## src/rtl/sram_like_arbiter_pkg.sv

```systemverilog
// Shared owner codes, SRAM-like size encodings and request-field types for sram_like_arbiter.
// Round-robin arbitration is selected by defining SRAM_ARB_RR_EN.
package sram_like_arbiter_pkg;

  localparam logic OWNER_INST = 1'b0;
  localparam logic OWNER_DATA = 1'b1;

  localparam logic [1:0] SIZE_B = 2'd0;
  localparam logic [1:0] SIZE_H = 2'd1;
  localparam logic [1:0] SIZE_W = 2'd2;

  // Everything a master must hold stable until its address is accepted.
  typedef struct packed {
    logic        wr;
    logic [1:0]  size;
    logic [31:0] addr;
    logic [3:0]  wstrb;
    logic [31:0] wdata;
  } mem_req_t;

  typedef enum logic {
    ARB_FREE   = 1'b0,
    ARB_LOCKED = 1'b1
  } lock_state_e;

endpackage

```

## src/rtl/arb_owner_fifo.sv

```systemverilog
// One-bit-wide owner FIFO: remembers which master issued each accepted address so that
// in-order data returns can be steered back to it.
module arb_owner_fifo #(
  parameter int DEPTH = 4
) (
  input  logic                       clk,
  input  logic                       resetn,
  input  logic                       push,
  input  logic                       pop,
  input  logic                       din,
  output logic                       head,
  output logic [$clog2(DEPTH+1)-1:0] count,
  output logic                       full,
  output logic                       empty
);

  localparam int AW = $clog2(DEPTH);
  localparam int CW = $clog2(DEPTH+1);

  logic [DEPTH-1:0] mem_q;
  logic [AW-1:0]    wr_ptr_q;
  logic [AW-1:0]    rd_ptr_q;
  logic [CW-1:0]    count_q;
  logic [CW-1:0]    count_d;
  logic             push_ok;
  logic             pop_ok;

  assign full    = (count_q == CW'(DEPTH));
  assign empty   = (count_q == '0);
  assign push_ok = push && !full;
  assign pop_ok  = pop && !empty;
  assign head    = mem_q[rd_ptr_q];
  assign count   = count_q;

  // Simultaneous push and pop leaves the occupancy unchanged.
  always_comb begin
    count_d = count_q;
    if (push_ok && !pop_ok) begin
      count_d = count_q + CW'(1);
    end else if (pop_ok && !push_ok) begin
      count_d = count_q - CW'(1);
    end
  end

  always_ff @(posedge clk or negedge resetn) begin
    if (!resetn) begin
      mem_q    <= '0;
      wr_ptr_q <= '0;
      rd_ptr_q <= '0;
      count_q  <= '0;
    end else begin
      if (push_ok) begin
        mem_q[wr_ptr_q] <= din;
        wr_ptr_q        <= wr_ptr_q + AW'(1);
      end
      if (pop_ok) begin
        rd_ptr_q <= rd_ptr_q + AW'(1);
      end
      count_q <= count_d;
    end
  end

endmodule

```

## src/rtl/sram_like_arbiter.sv

```systemverilog
// Two-master (inst/data) to one-slave SRAM-like arbiter with address lock and in-order return routing.
// Define SRAM_ARB_RR_EN for round-robin contention; default is fixed data-over-inst priority.
module sram_like_arbiter
  import sram_like_arbiter_pkg::*;
#(
  parameter int DEPTH = 4
) (
  input  logic        clk,
  input  logic        resetn,

  input  logic        inst_req,
  input  logic        inst_wr,
  input  logic [1:0]  inst_size,
  input  logic [31:0] inst_addr,
  input  logic [3:0]  inst_wstrb,
  input  logic [31:0] inst_wdata,
  output logic        inst_addrok,
  output logic        inst_dataok,
  output logic [31:0] inst_rdata,

  input  logic        data_req,
  input  logic        data_wr,
  input  logic [1:0]  data_size,
  input  logic [31:0] data_addr,
  input  logic [3:0]  data_wstrb,
  input  logic [31:0] data_wdata,
  output logic        data_addrok,
  output logic        data_dataok,
  output logic [31:0] data_rdata,

  output logic        mem_req,
  output logic        mem_wr,
  output logic [1:0]  mem_size,
  output logic [31:0] mem_addr,
  output logic [3:0]  mem_wstrb,
  output logic [31:0] mem_wdata,
  input  logic        mem_addrok,
  input  logic        mem_dataok,
  input  logic [31:0] mem_rdata
);

  localparam int CW = $clog2(DEPTH+1);

  lock_state_e   lock_state_q;
  logic          lock_owner_q;
`ifdef SRAM_ARB_RR_EN
  logic          last_owner_q;
`endif

  mem_req_t      inst_fields;
  mem_req_t      data_fields;
  mem_req_t      grant_fields;
  logic          grant_owner;
  logic          grant_req;
  logic          fifo_push;
  logic          fifo_pop;
  logic          fifo_head;
  logic [CW-1:0] fifo_count;
  logic          fifo_full;
  logic          fifo_empty;

  assign inst_fields = '{wr: inst_wr, size: inst_size, addr: inst_addr,
                         wstrb: inst_wstrb, wdata: inst_wdata};
  assign data_fields = '{wr: data_wr, size: data_size, addr: data_addr,
                         wstrb: data_wstrb, wdata: data_wdata};

  // A locked grant ignores newcomers; otherwise a lone requester wins and contention is resolved by policy.
  always_comb begin
    grant_owner = OWNER_DATA;
    if (lock_state_q == ARB_LOCKED) begin
      grant_owner = lock_owner_q;
    end else if (inst_req && !data_req) begin
      grant_owner = OWNER_INST;
    end else if (data_req && !inst_req) begin
      grant_owner = OWNER_DATA;
    end else if (inst_req && data_req) begin
`ifdef SRAM_ARB_RR_EN
      grant_owner = ~last_owner_q;
`else
      grant_owner = OWNER_DATA;
`endif
    end
  end

  assign grant_req    = (grant_owner == OWNER_DATA) ? data_req : inst_req;
  assign grant_fields = (grant_owner == OWNER_DATA) ? data_fields : inst_fields;

  // Full depends only on registered occupancy, keeping mem_addrok out of the mem_req cone.
  assign mem_req   = grant_req && !fifo_full;
  assign mem_wr    = grant_fields.wr;
  assign mem_size  = grant_fields.size;
  assign mem_addr  = grant_fields.addr;
  assign mem_wstrb = grant_fields.wstrb;
  assign mem_wdata = grant_fields.wdata;

  assign inst_addrok = mem_req && mem_addrok && (grant_owner == OWNER_INST);
  assign data_addrok = mem_req && mem_addrok && (grant_owner == OWNER_DATA);

  assign fifo_push = mem_req && mem_addrok;
  assign fifo_pop  = mem_dataok && !fifo_empty;

  assign inst_dataok = mem_dataok && (fifo_count != '0) && (fifo_head == OWNER_INST);
  assign data_dataok = mem_dataok && (fifo_count != '0) && (fifo_head == OWNER_DATA);
  assign inst_rdata  = mem_rdata;
  assign data_rdata  = mem_rdata;

  // Lock is held across full; it only releases once the slave accepts the locked address.
  always_ff @(posedge clk or negedge resetn) begin
    if (!resetn) begin
      lock_state_q <= ARB_FREE;
      lock_owner_q <= OWNER_INST;
`ifdef SRAM_ARB_RR_EN
      last_owner_q <= OWNER_INST;
`endif
    end else begin
      if (lock_state_q == ARB_FREE) begin
        if (mem_req && !mem_addrok) begin
          lock_state_q <= ARB_LOCKED;
          lock_owner_q <= grant_owner;
        end
      end else begin
        if (mem_req && mem_addrok) begin
          lock_state_q <= ARB_FREE;
        end
      end
`ifdef SRAM_ARB_RR_EN
      if (fifo_push) begin
        last_owner_q <= grant_owner;
      end
`endif
    end
  end

  arb_owner_fifo #(
    .DEPTH (DEPTH)
  ) u_owner_fifo (
    .clk    (clk),
    .resetn (resetn),
    .push   (fifo_push),
    .pop    (fifo_pop),
    .din    (grant_owner),
    .head   (fifo_head),
    .count  (fifo_count),
    .full   (fifo_full),
    .empty  (fifo_empty)
  );

endmodule
```

## config.mk

```make
export PLATFORM = sky130hd
export DESIGN_NAME = sram_like_arbiter
export DESIGN_NICKNAME = d
export VERILOG_FILES = /design/src/rtl/sram_like_arbiter_pkg.sv /design/src/rtl/arb_owner_fifo.sv /design/src/rtl/sram_like_arbiter.sv
export SDC_FILE = /design/constraint.sdc
export NUM_CORES = 1
export LEC_CHECK = 0
export ABC_AREA = 1
export BUFFER_PORTS_ARGS = -buffer_cell sky130_fd_sc_hd__buf_2
export CAP_MARGIN = 20
export CELL_PAD_IN_SITES_DETAIL_PLACEMENT = 1
export CELL_PAD_IN_SITES_GLOBAL_PLACEMENT = 1
export CORE_AREA = 3 3 123 125
export DETAILED_ROUTE_END_ITERATION = 7
export DIE_AREA = 0 0 126 128
export PLACE_DENSITY = 0.87
export SLEW_MARGIN = 20
export SYNTH_ARGS = -nofsm -noshare
export SYNTH_HDL_FRONTEND = slang
export SYNTH_SLANG_ARGS = --single-unit
```

## constraint.sdc

```tcl
create_clock -name clk -period 3.7 [get_ports clk]
set_input_delay 0.37 -clock clk [delete_from_list [all_inputs] [get_ports clk]]
set_output_delay 0.37 -clock clk [all_outputs]
set_load 0.05 [all_outputs]
```

* Word-level counts from Yosys, hierarchy flattened
Cells that the tools add are included.
** Word-level totals
- Bits in registers :: 13
- Input port bits :: 180
** Operators by class
- $add $sub $neg :: 4
- Magnitude comparators :: 3
- Equal/unequal tests :: 1
- Mux-type cells :: 14
- Bitwise logic cells :: 3
- Reduce and logical (&&, ||, !) cells :: 25
** Operators with widths (number)
- $mux 71 :: 1
- $logic_and 1x1->1 :: 15
- $mux 1 :: 8
- $logic_not 1->1 :: 6
- $lt 2x3->1 const B :: 2
- $mux 3 :: 2
- $add 2x1->2 const B :: 2
- $bwmux 4 :: 1
- $add 3x1->3 const B :: 1
- $eq 3x3->1 const B :: 1
- $logic_not 3->1 :: 1
- $not 1->1 :: 3
- $reduce_bool 3->1 :: 1
- $sub 3x1->3 const B :: 1
- $bmux 1 s2 :: 1
- $demux 1 s2 :: 1
- $ge 2x1->1 const B :: 1
- $reduce_and 2->1 :: 1
- $reduce_bool 2->1 :: 1

* Logic depth before layout (Yosys ltp)
- Depth in word-level cells :: 12
- Mapped depth :: 14

* Modules after synthesis
Synthesis repeated with hierarchy kept, for this count alone.
** Second synthesis, totals
- Cell total of the unflattened synthesis :: 411
- Area total of the unflattened synthesis :: 2309.7 um2
** By module, submodules not included
- sram_like_arbiter :: instances 1, cells each 329, area each 1640.3 um2
- arb_owner_fifo :: instances 1, cells each 82, area each 669.4 um2

* Worst setup path before layout
No wires, ideal clock.
- Path kind :: register to output
- Start point :: reg with a tool-made name
- End point :: out inst_addrok
- Arrival :: 1.692 ns
- Data required time :: 3.330 ns
- Setup slack :: 1.638 ns
- Cell stages (with the launch flop) :: 7
- Path buffers :: 1
- Path through :: dfrtp_1 -> inv_2 -> nand2_1 -> o21ai_4 -> inv_2 -> clkbuf_1 -> nor2_1
** RTL lines
- end: declaration :: RTL line sram_like_arbiter.sv:17 : output logic inst_addrok,

==> flow_summary.toml <==
[die]
die-area_um2 = 16100
start_util_pct = 15.2
io_pins = 320
core.rowCount = 43
die_y_um = 128
dieWidth_um = 126
core-area_um2 = 14000

[sta]
hold_slack_ps = 17.5
period_minus_slack_ps = 2650
fin_crit_sh_pct = 71.5
fin_tns_setup_ps = 0
hold_violations = 0
max-slew-margin-rel_pct = 51.3
final_max_slew_viol_count = 0
fmax_mhz = 378
worst_pin_slew_ps = 731
worst_clock_skew_ps = 1.66
rsz0062_at_grt = "no"
setup_viol = 0

[synthesis]
ys_seq_elements = 13
synth_top_area_share_pct = 42.5
synth_area_um2 = 2120
synth_area_leaders = "nand2_1, buf_4, dfrtp_1, ha_1, nand4_1"
syn_nets = 577
seq_area_frac_synth_pct = 15.3
synth_top_area_cell = "nand2_1"
synth_cells = 391
synthDistinctLibCells = 16
postSynthAreaPerCell_um2 = 5.42
synth_warnings = 0

[route]
drt_iter0_markers = 130
remaining_drc_errors = 0
vias_per_cell = 3.93
first_pass_iters = 4
post_drt_wl_per_cell_um = 12.9
ant_nets = 0
wirelength_mm = 9.27
num_vias = 2830

[critical_path]
required_ps = 3330
setup.worst_path.class = "reg2out"
worstSetupStartpointType = "flip-flop"
rr_endpoint = "u_owner_fifo.count[2]"
endpoint_kind = "output port"
r2r_setup_slack_ps = 1230
cp_data_arrival_time_ps = 2280
reg2regPathDepth = 15
crit_path_max_fanout = 72

[clock_network]
cts_hold_buf = 0
worstSkewPairLatency_ps = 240
cts_root_buf = "clkbuf_16"
cts_setup_buffers = 0
clk_path_buf_depth = 2
cts-resized-gates = 0
htreeDepth = 1
cts_buffers = 3
cts_tree = "built"
cts_num_sinks = 13
clk_pin_slew_ps = 50

[grt]
grt_pass1_vias = 2857
grt_max_degree = 73
grt_first_pass_wirelength_mm = 13.9
grt-ovfl-total = 0
antenna_found_initial = 0
grt_usage_pct = 10.4

[job]
maxCapViolations = 0

[final_layout]
layout.nets = 728
area_growth_pct = 42.1
diodes = 0
layout_common_cells = "nand2_1, buf_2, inv_1, dfrtp_1, nor2_1"
layout-drive-gt1-share_pct = 43.1
final_common_cell = "nand2_1"
n_fill_cell = 1904

[pwr]
power.density_nw_per_um2 = 1200
ir_worst_vdd_mv = 0.360
p_leak_nw = 2.00

[place]
gp_congestion = 0.747
hpwl_mm = 8.01
io_buffers = 223

[run_status]
status = "finished clean"

[hold_path]
hp-class = "in2async"
routing by layer:
layer  share of wire, %  track usage, %
met1                 36            11.3
met4                3.4            4.92
met2                 52            18.9
met3                8.6            2.71
met5                  0               0
cell families after synthesis:
family / after synthesis / synth area share [%]
buffers and inverters: 96 / 29.0
adder cells (fa/ha/maj): 6 / 3.89
flip-flops: 13 / 15.3
AND/OR/NAND/NOR: 268 / 48.8
AO/OA/AOI/OAI: 5 / 1.71
XOR/XNOR: 3 / 1.24
flip-flops by register name, summed over array words and instances (netlist names), named ones only:
signal,cells
u_owner_fifo.rd_ptr_q,2
u_owner_fifo.wr_ptr_q,2
u_owner_fifo.count,3
lock_owner_q,1
u_owner_fifo.mem_q,4
per-stage QoR:
step                      cells  util (%)  area, um2  power, W  worst slack [ps]
after floorplan             391         -       2120   0.00289              1640
after global placement      717      21.0       2930   0.00343              1290
after detailed placement    717      21.0       2930   0.00347              1220
after CTS                   721      21.5       3010   0.00369              1040
after global routing        721      21.5       3010   0.00391               844
final                       721      21.5       3010   0.00362              1050
critical path, cell delays in order (launching register included):
cell and delay (ps):
dfrtp_1 420, inv_2 60, nand2_1 80, o21ai_4 150, buf_4 560, nand2_1 250, nand2_1 140, buf_2 270
worst max path at each step:
stage / endpoint / slack [ps] / from / depth (start not counted)
6_report: mem_addr[26] / 1050 / flip-flop / 7
2_1_floorplan: inst_addrok / 1640 / flip-flop / 6
3_5_place_dp: u_owner_fifo.count[2] / 1220 / flip-flop / 15
5_1_grt: mem_addr[26] / 840 / flip-flop / 8
4_1_cts: mem_addr[26] / 1040 / flip-flop / 7
3_3_place_gp: u_owner_fifo.count[2] / 1290 / inst_req / 15
power by group:
group	total, W	internal (W)	switching (W)
logic	0.00314	0.000669	0.00247
clock network	0.000206	0.000145	0.0000609
registers	0.000277	0.000215	0.0000617
total	0.00362	0.00103	0.00259
synth_stat cells, drive strengths merged:
library cell / n
a21oi: 4
buf: 71
clkbuf: 10
dfrtp: 13
fa: 1
ha: 5
inv: 15
nand2: 240
nand3: 8
nand4: 8
nor2: 12
o21ai: 1
xnor2: 1
xor2: 2
area by class of cell:
type / count / area (um2) / area share [%]
flip-flops and latches: 13 / 325 / 10.8
clock buffers: 4 / 78.8 / 2.62
multi-input cells: 282 / 1180 / 39.2
inverters: 15 / 56.3 / 1.87
repair buffers: 227 / 1150 / 38.0
well taps: 180 / 225 / 7.48
No activity file was read; power rests on OpenSTA's default activity.
